**src/rtl/safe_lock_if.sv**
```systemverilog
// Keypad/button inputs and display outputs of the safe controller.
// The scanner/display side drives through master; the controller uses slave.
interface safe_lock_if;
   logic       row1;
   logic       row2;
   logic       row3;
   logic       row4;
   logic       col1;
   logic       col2;
   logic       col3;
   logic       reset_password;
   logic [5:0] password_led;
   logic [2:0] state;

   modport master (
      output row1, row2, row3, row4, col1, col2, col3, reset_password,
      input  password_led, state
   );

   modport slave (
      input  row1, row2, row3, row4, col1, col2, col3, reset_password,
      output password_led, state
   );
endinterface

```
**src/rtl/safe_lock.sv**
```systemverilog
// Digital safe controller: synchronised keypad decode, password entry/compare,
// power/open/lock state machine and password change while open.
module safe_lock (
   input  logic        clk,
   input  logic        initialize_n,
   safe_lock_if.slave  bus
);
   localparam int unsigned MAX_DIG = 6;
   localparam int unsigned DIG_W   = 4;
   localparam int unsigned CNT_W   = 3;
   localparam int unsigned SYNC_W  = 8;
   localparam logic [DIG_W-1:0] K_STAR = 4'd10;
   localparam logic [DIG_W-1:0] K_HASH = 4'd11;

   typedef enum logic [2:0] {
      S_OFF   = 3'd0,
      S_ON    = 3'd1,
      S_W1    = 3'd2,
      S_W2    = 3'd3,
      S_OPEN  = 3'd4,
      S_RESET = 3'd5,
      S_BAD   = 3'd6,
      S_LOCK  = 3'd7
   } state_t;

   logic [SYNC_W-1:0]               r_sync1;
   logic [SYNC_W-1:0]               r_sync2;
   logic [1:0]                      r_fill;
   logic                            r_idle_seen;
   logic                            r_armed;
   logic                            r_rp_prev;
   state_t                          r_state;
   logic [MAX_DIG-1:0][DIG_W-1:0]   r_buf;
   logic [CNT_W-1:0]                r_cnt;
   logic [MAX_DIG-1:0][DIG_W-1:0]   r_pw;
   logic [CNT_W-1:0]                r_len;
   logic [MAX_DIG-1:0]              r_led;

   logic [3:0]                      w_rows;
   logic [2:0]                      w_cols;
   logic                            w_cols_low;
   logic                            w_key_valid;
   logic [DIG_W-1:0]                w_key;
   logic                            w_key_evt;
   logic                            w_rp_evt;
   logic                            w_is_digit;
   logic                            w_is_star;
   logic                            w_is_hash;
   logic                            w_match;
   logic [MAX_DIG-1:0][DIG_W-1:0]   w_app_buf;
   logic [CNT_W-1:0]                w_app_cnt;
   state_t                          w_state_nxt;
   logic [MAX_DIG-1:0][DIG_W-1:0]   w_buf_nxt;
   logic [CNT_W-1:0]                w_cnt_nxt;
   logic [MAX_DIG-1:0][DIG_W-1:0]   w_pw_nxt;
   logic [CNT_W-1:0]                w_len_nxt;
   logic [MAX_DIG-1:0]              w_led_nxt;

   // Two-stage synchroniser for all button inputs
   always_ff @(posedge clk or negedge initialize_n) begin
      if (!initialize_n) begin
         r_sync1 <= '0;
         r_sync2 <= '0;
         r_fill  <= '0;
      end else begin
         r_sync1 <= {bus.reset_password, bus.col3, bus.col2, bus.col1,
                     bus.row4, bus.row3, bus.row2, bus.row1};
         r_sync2 <= r_sync1;
         r_fill  <= {r_fill[0], 1'b1};
      end
   end

   assign w_rows     = r_sync2[3:0];
   assign w_cols     = r_sync2[6:4];
   assign w_cols_low = (w_cols == 3'b000);

   // Row/column to key code; anything but one row and one column is no key
   always_comb begin
      w_key_valid = 1'b1;
      w_key       = '0;
      case ({w_rows, w_cols})
         {4'b0001, 3'b001}: w_key = 4'd1;
         {4'b0001, 3'b010}: w_key = 4'd2;
         {4'b0001, 3'b100}: w_key = 4'd3;
         {4'b0010, 3'b001}: w_key = 4'd4;
         {4'b0010, 3'b010}: w_key = 4'd5;
         {4'b0010, 3'b100}: w_key = 4'd6;
         {4'b0100, 3'b001}: w_key = 4'd7;
         {4'b0100, 3'b010}: w_key = 4'd8;
         {4'b0100, 3'b100}: w_key = 4'd9;
         {4'b1000, 3'b001}: w_key = K_STAR;
         {4'b1000, 3'b010}: w_key = 4'd0;
         {4'b1000, 3'b100}: w_key = K_HASH;
         default: begin
            w_key_valid = 1'b0;
            w_key       = '0;
         end
      endcase
   end

   // The idle qualifier needs a full pipeline so a key held through reset never fires
   assign w_key_evt  = w_key_valid && r_armed && r_idle_seen;
   assign w_rp_evt   = r_sync2[7] && !r_rp_prev;
   assign w_is_digit = w_key_evt && (w_key <= 4'd9);
   assign w_is_star  = w_key_evt && (w_key == K_STAR);
   assign w_is_hash  = w_key_evt && (w_key == K_HASH);

   always_ff @(posedge clk or negedge initialize_n) begin
      if (!initialize_n) begin
         r_armed     <= 1'b1;
         r_idle_seen <= 1'b0;
         r_rp_prev   <= 1'b0;
      end else begin
         r_rp_prev <= r_sync2[7];
         if (r_fill[1] && w_cols_low) begin
            r_idle_seen <= 1'b1;
         end
         if (w_key_evt) begin
            r_armed <= 1'b0;
         end else if (w_cols_low) begin
            r_armed <= 1'b1;
         end
      end
   end

   // Buffer with the current key appended; digits beyond the sixth are dropped
   always_comb begin
      w_app_buf = r_buf;
      w_app_cnt = r_cnt;
      for (int i = 0; i < MAX_DIG; i++) begin
         if (CNT_W'(i) == r_cnt) begin
            w_app_buf[i] = w_key;
         end
      end
      if (r_cnt < CNT_W'(MAX_DIG)) begin
         w_app_cnt = r_cnt + CNT_W'(1);
      end
   end

   always_comb begin
      w_match = (r_cnt == r_len);
      for (int i = 0; i < MAX_DIG; i++) begin
         if ((CNT_W'(i) < r_cnt) && (r_buf[i] != r_pw[i])) begin
            w_match = 1'b0;
         end
      end
   end

   always_comb begin
      w_state_nxt = r_state;
      w_buf_nxt   = r_buf;
      w_cnt_nxt   = r_cnt;
      w_pw_nxt    = r_pw;
      w_len_nxt   = r_len;
      case (r_state)
         S_OFF: begin
            if (w_is_star) begin
               w_state_nxt = S_ON;
            end
         end
         S_ON, S_W1, S_W2: begin
            if (w_is_digit) begin
               w_buf_nxt = w_app_buf;
               w_cnt_nxt = w_app_cnt;
            end else if (w_is_star) begin
               w_state_nxt = S_OFF;
               w_buf_nxt   = '0;
               w_cnt_nxt   = '0;
            end else if (w_is_hash && (r_cnt != '0)) begin
               w_buf_nxt = '0;
               w_cnt_nxt = '0;
               if (w_match) begin
                  w_state_nxt = S_OPEN;
               end else if (r_state == S_ON) begin
                  w_state_nxt = S_W1;
               end else if (r_state == S_W1) begin
                  w_state_nxt = S_W2;
               end else begin
                  w_state_nxt = S_LOCK;
               end
            end
         end
         S_OPEN: begin
            if (w_rp_evt) begin
               w_state_nxt = S_RESET;
               w_buf_nxt   = '0;
               w_cnt_nxt   = '0;
            end else if (w_is_star) begin
               w_state_nxt = S_OFF;
            end
         end
         S_RESET: begin
            if (w_is_digit) begin
               w_buf_nxt = w_app_buf;
               w_cnt_nxt = w_app_cnt;
            end else if (w_is_hash && (r_cnt != '0)) begin
               w_pw_nxt    = r_buf;
               w_len_nxt   = r_cnt;
               w_buf_nxt   = '0;
               w_cnt_nxt   = '0;
               w_state_nxt = S_ON;
            end else if (w_is_star) begin
               w_buf_nxt   = '0;
               w_cnt_nxt   = '0;
               w_state_nxt = S_OPEN;
            end
         end
         S_LOCK: begin
            w_state_nxt = S_LOCK;
         end
         default: begin
            w_state_nxt = S_OFF;
            w_buf_nxt   = '0;
            w_cnt_nxt   = '0;
         end
      endcase
   end

   // Progress bar fills from bit 5 downward while digits are being entered
   always_comb begin
      w_led_nxt = '0;
      if ((w_state_nxt == S_ON) || (w_state_nxt == S_W1) ||
          (w_state_nxt == S_W2) || (w_state_nxt == S_RESET)) begin
         for (int i = 0; i < MAX_DIG; i++) begin
            w_led_nxt[MAX_DIG-1-i] = (CNT_W'(i) < w_cnt_nxt);
         end
      end
   end

   always_ff @(posedge clk or negedge initialize_n) begin
      if (!initialize_n) begin
         r_state <= S_OFF;
         r_buf   <= '0;
         r_cnt   <= '0;
         r_pw    <= {4'd0, 4'd0, 4'd4, 4'd3, 4'd2, 4'd1};
         r_len   <= 3'd4;
         r_led   <= '0;
      end else begin
         r_state <= w_state_nxt;
         r_buf   <= w_buf_nxt;
         r_cnt   <= w_cnt_nxt;
         r_pw    <= w_pw_nxt;
         r_len   <= w_len_nxt;
         r_led   <= w_led_nxt;
      end
   end

   assign bus.state        = r_state;
   assign bus.password_led = r_led;
endmodule

```
**src/flat_wrapper.sv**
```systemverilog
// flat-port wrapper written by rule: the top's interface ports become plain ports
module safe_lock_flat 
  (clk, initialize_n, bus_row1, bus_row2, bus_row3, bus_row4, bus_col1, bus_col2, bus_col3, bus_reset_password, bus_password_led, bus_state);
  safe_lock_if bus_i ();
  input  logic clk;
  input  logic initialize_n;
  input wire logic [$bits(bus_i.row1)-1:0] bus_row1;
  input wire logic [$bits(bus_i.row2)-1:0] bus_row2;
  input wire logic [$bits(bus_i.row3)-1:0] bus_row3;
  input wire logic [$bits(bus_i.row4)-1:0] bus_row4;
  input wire logic [$bits(bus_i.col1)-1:0] bus_col1;
  input wire logic [$bits(bus_i.col2)-1:0] bus_col2;
  input wire logic [$bits(bus_i.col3)-1:0] bus_col3;
  input wire logic [$bits(bus_i.reset_password)-1:0] bus_reset_password;
  output wire logic [$bits(bus_i.password_led)-1:0] bus_password_led;
  output wire logic [$bits(bus_i.state)-1:0] bus_state;
  assign bus_i.row1 = bus_row1;
  assign bus_i.row2 = bus_row2;
  assign bus_i.row3 = bus_row3;
  assign bus_i.row4 = bus_row4;
  assign bus_i.col1 = bus_col1;
  assign bus_i.col2 = bus_col2;
  assign bus_i.col3 = bus_col3;
  assign bus_i.reset_password = bus_reset_password;
  assign bus_password_led = bus_i.password_led;
  assign bus_state = bus_i.state;
  safe_lock u_core (.clk(clk), .initialize_n(initialize_n), .bus(bus_i));
endmodule
```
**config.mk**
```make
export PLATFORM = sky130hd
export DESIGN_NAME = safe_lock_flat
export DESIGN_NICKNAME = d
export VERILOG_FILES = /design/src/rtl/safe_lock_if.sv /design/src/rtl/safe_lock.sv /design/src/flat_wrapper.sv
export SDC_FILE = /design/constraint.sdc
export NUM_CORES = 1
export LEC_CHECK = 0
export ABC_AREA = 0
export CORE_MARGIN = 2
export CORE_UTILIZATION = 52
export DETAILED_ROUTE_END_ITERATION = 16
export PLACE_DENSITY = 0.7
export RECOVER_POWER = 50
export SETUP_SLACK_MARGIN = 0.2
export SLEW_MARGIN = 20
export SYNTH_ARGS = -nofsm -noshare
export SYNTH_HDL_FRONTEND = slang
export SYNTH_SLANG_ARGS = --single-unit
```
**constraint.sdc**
```tcl
create_clock -name clk -period 3.1 [get_ports clk]
set_input_delay 0.62 -clock clk [delete_from_list [all_inputs] [get_ports clk]]
set_output_delay 0.62 -clock clk [all_outputs]
set_load 0.01 [all_outputs]
```
==> flow_summary.ini, run 1 <==
[run_status]
status = finished with violations
violations = capacitance limit, slew limit

[grt]
grt_max_degree = 85
grt_use_total_pct = 18.9
grt-ovfl-total = 0
antenna_found_initial = 0
grt_pass1_wl_um = 12400
grt_pass1_vias = 2504

[worst_setup_path]
critPathMaxFanout = 12
startpoint_type = flip-flop
critical_path_arrival_ps = 2880
path_class = flip-flop to flip-flop
worstSetupStartpoint = u_core.r_sync2[6]
worstSetupEndpointType = flip-flop
cpMaxStageDelayCell = dfrtp_1
reg2reg_depth = 7
ff2ff_setup_slack_ps = 450
reg2reg_from = u_core.r_sync2[6]
r2r_end = u_core.r_buf[22]
critical_path.max_stage_delay_ps = 520
crit_required_ps = 3330
crit_chain = xnor2_2, or3_1, a211oi_2, o311a_2, nand3_4, o21ai_2, mux2_2

[cells_and_area]
final_common_cell = dfrtp_1
num-fill-cells = 625
drive_above_1_share_pct = 24.7
syn_to_final_growth_pct = 11.6
antenna_cells = 0
layout_common_cells = dfrtp_1 (77), mux2_2 (38), nor2_1 (17), xnor2_1 (17), nand2_1 (15)
final_area_um2 = 4520
nNetsFinal = 369
ff_latch_area_um2 = 2110
multi_input_area_um2 = 1820

[die]
ios = 19
start_util_pct = 52.9
die_x_um = 92.2
dieArea_um2 = 8500
die_y_um = 92.2
core_area_um2 = 7650
num_rows = 32

[placed_design]
portBuffers = 18
place_area_um2 = 4320
place_congestion = 0.832
dp_hpwl_um = 4990

[synth]
synth-async-reset-ratio_pct = 100
seq_area_frac_synth_pct = 52.2
synth_mux_area_share_pct = 11.2
synth_fa_ha_area_share_pct = 0.928
netlist_instances = 335
synth-xor-area-share_pct = 6.25
synth_area_leaders = dfrtp_1 (48%), mux2_2 (11%), dfstp_2 (4.5%)
synth.distinct_cells = 64
syn-num-nets = 348
avgSynthCellArea_um2 = 12.1
synth-simple-area-share_pct = 13.3
synth_area_um2 = 4050
synth_edf_count = 0
synth_top_area_share_pct = 47.6
synth_compound_area_share_pct = 13.3
synth_top_family_by_area = compound AO/OA/AOI/OAI gates
yosys.area.top_type = dfrtp_1
ys.flop_type = dfrtp_1
yosys_warnings = 0
ys_seq_elements = 84

[clock_tree]
cts_root_buf = clkbuf_8
clk_path_buf_depth = 2
numCtsBuffers = 9
cts_sinks = 84
clk_pin_slew_ps = 80
holdBufCountCts = 0
cts_setup_buffers = 0
cts_tree = yes
clk_latency_ps = 350
cts_max_level = 3
cts_resized = 0

[sta]
min_period_ps = 2650
finClkSkew_ps = 8.79
slew_violations = 85
finalCritPeriodShare_pct = 85.6
relSlewSlack_pct = -31.4
hold_viol_final = 0
setup_viol = 0
tightest_slew_ps = 1970
rsz0062_at_grt = false
timing.fmax_mhz = 377
setup_tns_ps = 0

[power_and_ir_drop]
cellLeakagePower_nw = 2.03
power-per-cell-area_nw_per_um2 = 520
vdd_drop_max_mv = 0.434
p_sw_uw = 674
p_int_mw = 1.67
clkPwrFrac_pct = 31.8
sw_frac_of_total_pct = 28.7
comb_power_share_pct = 17.2
seqPwrFrac_pct = 51.0

[worst_hold_path]
min_from = u_core.r_sync1[3]
holdPathStages = 0
hold_path_class = flip-flop to flip-flop
worst_hold_path.endpoint = u_core.r_sync2[3]

[drt]
viasPerCell = 5.53
final_antenna_net_count = 0
dr.first_iter.drc_count = 111
firstDrtPassIters = 5
drc_errors = 0
routedWlPerCell_um = 15.5
drt-total-wl_um = 7200
num_vias = 2560

[flow_run]
cap_violations = 1
-- kinds of logic (layout without fill, tap and decap cells) --
family,count (synthesis),in the layout
AOI/OAI and AO/OA,68,68
and+or+nand+nor,90,90
other,1,1
muxes,40,40
DFF,84,84
adders and majority gates,3,3
buffers and inverters,21,47
xor gates and xnor gates,28,28
-- stage by stage --
| step | util, % | setup WS (ps) | hold slack (ps) | cells | total power [mW] |
|---|---|---|---|---|---|
| detailed placement | 56.5 | 492 | 335 | 447 | 1.63 |
| CTS | 59.1 | 451 | 354 | 463 | 2.38 |
| finish | 59.0 | 447 | 352 | 463 | 2.35 |
| global placement | 56.5 | 506 | 333 | 447 | 1.62 |
| floorplan | - | 695 | 324 | 335 | 1.50 |
| global route | 59.0 | 253 | 363 | 463 | 2.48 |
-- critical path, delay by kind of cell (launching register included) --
family           cells  cell delay, ps
flip-flops           1             520
XOR/XNOR             1             220
AO/OA/AOI/OAI        3             870
multiplexers         1             360
AND/OR/NAND/NOR      2             550
-- sequential cells by signal (all words and copies together), names as in the netlist --
name and flops:
u_core.bus.password_led 6, u_core.r_fill 2, u_core.r_rp_prev 1, u_core.r_pw 24, u_core.bus.state 3, u_core.r_armed 1, u_core.r_idle_seen 1, u_core.r_buf 24
u_core.r_sync2 8, u_core.r_len 3, u_core.r_sync1 8, u_core.r_cnt 3
-- power groups by stage --
stage | clock network (mW) | registers (mW) | logic, mW
after global placement | 0 | 1.22 | 0.404
final | 0.748 | 1.20 | 0.404
after detailed placement | 0 | 1.22 | 0.410
after floorplan | 0 | 1.19 | 0.313
after global routing | 0.826 | 1.21 | 0.452
after CTS | 0.771 | 1.20 | 0.411
-- Yosys cell counts (3+ instances only) --
master	n
or2_2	3
o22ai_1	3
buf_2	7
o21ai_1	4
xor2_1	10
mux2_2	38
and3_1	3
o21ai_0	7
dfrtp_1	77
o211ai_1	3
or3_1	4
ha_1	3
o21ai_2	4
a22o_1	10
nand2_1	15
buf_6	3
nor2b_1	7
nand4b_1	4
and2_1	4
nor2_1	17
nor3_1	5
a21oi_1	7
nand3_1	6
xnor2_1	17
o21a_1	3
nor3b_1	4
clkbuf_1	4
dfstp_2	7
inv_1	7
-- routing by layer --
| layer | wire length, um | global-route usage [%] |
|---|---|---|
| met5 | 0 | 0 |
| met4 | 93 | 7.96 |
| met3 | 221 | 3.20 |
| met2 | 3460 | 29.4 |
| met1 | 3420 | 26.3 |
-- worst max path at each step --
stage                                 endpoint
floorplan                       u_core.r_pw[1]
global placement    u_core.bus.password_led[0]
detailed placement             u_core.r_buf[5]
CTS                           u_core.r_buf[22]
global route        u_core.bus.password_led[0]
finish                        u_core.r_buf[22]
-- layout make-up --
cell class | instances | share of cell area (%)
Timing Repair Buffer | 24 | 5.15
Tap cell | 102 | 2.83
Inverter | 7 | 0.582
Clock inverter | 6 | 1.47
Clock buffer | 10 | 2.83
Multi-Input combinational cell | 230 | 40.4
Sequential cell | 84 | 46.7
Note: power is estimated with default switching activity, not from simulation.
==> inputs of run 2 (changes only) <==
DONT_BUFFER_PORTS = 1   (was unset)
PLACE_DENSITY = 0.67   (was 0.7)
SLEW_MARGIN = unset   (was 20)
==> flow_summary.ini, run 2 (same netlist as run 1, synthesis figures left out) <==
[run_status]
status = finished with violations
violations = capacitance limit, slew limit

[clock_tree]
cts_root_buf = clkbuf_8
clk_path_buf_depth = 2
clk_pin_slew_ps = 90
cts_sinks = 84
cts_tree = yes
cts_setup_buffers = 0
clk_latency_ps = 360
cts_max_level = 3
numCtsBuffers = 9

[grt]
grt_use_total_pct = 19.6
antenna_found_initial = 0
grt_max_degree = 78
grt_pass1_vias = 2459
grt_pass1_wl_um = 12700
grt-ovfl-total = 0

[worst_setup_path]
path_class = flip-flop to flip-flop
worstSetupEndpointType = flip-flop
crit_required_ps = 3340
critPathMaxFanout = 12
critical_path_arrival_ps = 2970
startpoint_type = flip-flop

[power_and_ir_drop]
cellLeakagePower_nw = 1.94
vdd_drop_max_mv = 0.345
comb_power_share_pct = 17.0
sw_frac_of_total_pct = 30.6
p_int_mw = 1.60
seqPwrFrac_pct = 52.2
p_sw_uw = 704
clkPwrFrac_pct = 30.7
total_power_mw = 2.30
power-per-cell-area_nw_per_um2 = 533

[sta]
tightest_slew_ps = 1860
min_period_ps = 2730
rsz0062_at_grt = false
slew_violations = 78
setup_viol = 0
setup_tns_ps = 0
finalCritPeriodShare_pct = 88.0
timing.fmax_mhz = 367
whs_ps = 92.3
finClkSkew_ps = 11.7
relSlewSlack_pct = -24.0
hold_viol_final = 0
fin_ws_ps = 373

[placed_design]
place_area_um2 = 4130
dp_cells = 427
place_congestion = 0.828
dp_worst_setup_slack_ps = 395
dp_hpwl_um = 4930
portBuffers = 0

[cells_and_area]
syn_to_final_growth_pct = 6.68
largestRegisters = u_core.r_buf (24), u_core.r_pw (24)
num-fill-cells = 664
final_cell_count_no_fill = 444
antenna_cells = 0
nNetsFinal = 350
final_core_util_pct = 56.4
final_area_um2 = 4320
layout_common_cells = dfrtp_1 (76), mux2_2 (38), nor2_1 (17), xnor2_1 (17), nand2_1 (15)
final_common_cell = dfrtp_1
drive_above_1_share_pct = 25.7

[die]
die_x_um = 92.2
num_rows = 32
die_y_um = 92.2
core_area_um2 = 7650
start_util_pct = 52.9
dieArea_um2 = 8500
ios = 19

[drt]
dr.first_iter.drc_count = 118
drt-total-wl_um = 7550
firstDrtPassIters = 4
viasPerCell = 5.84
routedWlPerCell_um = 17.0
num_vias = 2594
drc_errors = 0
final_antenna_net_count = 0

[worst_hold_path]
hold_path_class = primary input to async pin

[flow_run]
cap_violations = 1
-- run 2: cell types whose count changed in the layout (fill, tap and decap cells not counted) --
cell	delta
clkinv_2	-1
dlygate4sd3_1	-8
dfrtp_1	-1
clkinv_4	-3
dfrtp_2	+1
clkbuf_8	+1
clkinvlp_4	+3
buf_4	-2
bufinv_16	-1
clkdlybuf4s50_1	-9
inv_6	+1
-- run 2: cell type report --
type,count,area (um2),share of cell area [%]
Clock buffer,11,141,3.28
Clock inverter,5,36.3,0.841
Inverter,7,26.3,0.609
Multi-Input combinational cell,230,1820,42.3
Sequential cell,84,2110,48.9
Tap cell,102,128,2.96
Timing Repair Buffer,5,47.5,1.10
-- run 2: power by group through the flow --
stage	Combinational, mW	Clock [mW]	Sequential (mW)
floorplan	0.313	0	1.19
detailed placement	0.366	0	1.22
finish	0.392	0.707	1.20
CTS	0.393	0.734	1.20
global placement	0.361	0	1.22
global route	0.429	0.774	1.21
-- run 2: repair_timing --
item	in CTS	in global routing
resized for setup	0	1
endpoints found under the setup margin	0	1
hold buffers	1	0
hold endpoints to repair	77	0
-- run 2: worst max-delay path, cell delays in order, from the launching register on --
cell	delay, ps
dfrtp_1	520
xnor2_2	220
or3_1	380
a211oi_2	290
o311ai_2	170
o21ai_2	190
nand2_1	120
a21oi_2	330
mux2_2	380
-- run 2: final timing paths --
path / depth (start not counted) / slack [ps] / to / from
setup / recovery: 8 / 370 / u_core.r_buf[4] / u_core.r_sync2[6]
hold / removal: 0 / 90 / u_core.r_pw[8] / initialize_n
setup reg to reg: 8 / 370 / u_core.r_buf[4] / u_core.r_sync2[6]
hold reg to reg: 0 / 350 / u_core.r_sync2[4] / u_core.r_sync1[4]
max in group asynchronous: 1 / 1130 / u_core.r_cnt[1] / initialize_n
min in group clk: 0 / 290 / u_core.r_sync1[3] / bus_row4
-- run 2: metal layers --
metal,part of all wire [%],global-route usage [%],up-vias
li1,-,-,1209
met1,47,27.6,1308
met2,46,29.4,65
met3,4.3,4.11,12
met4,2.1,8.96,0
met5,0,0,-
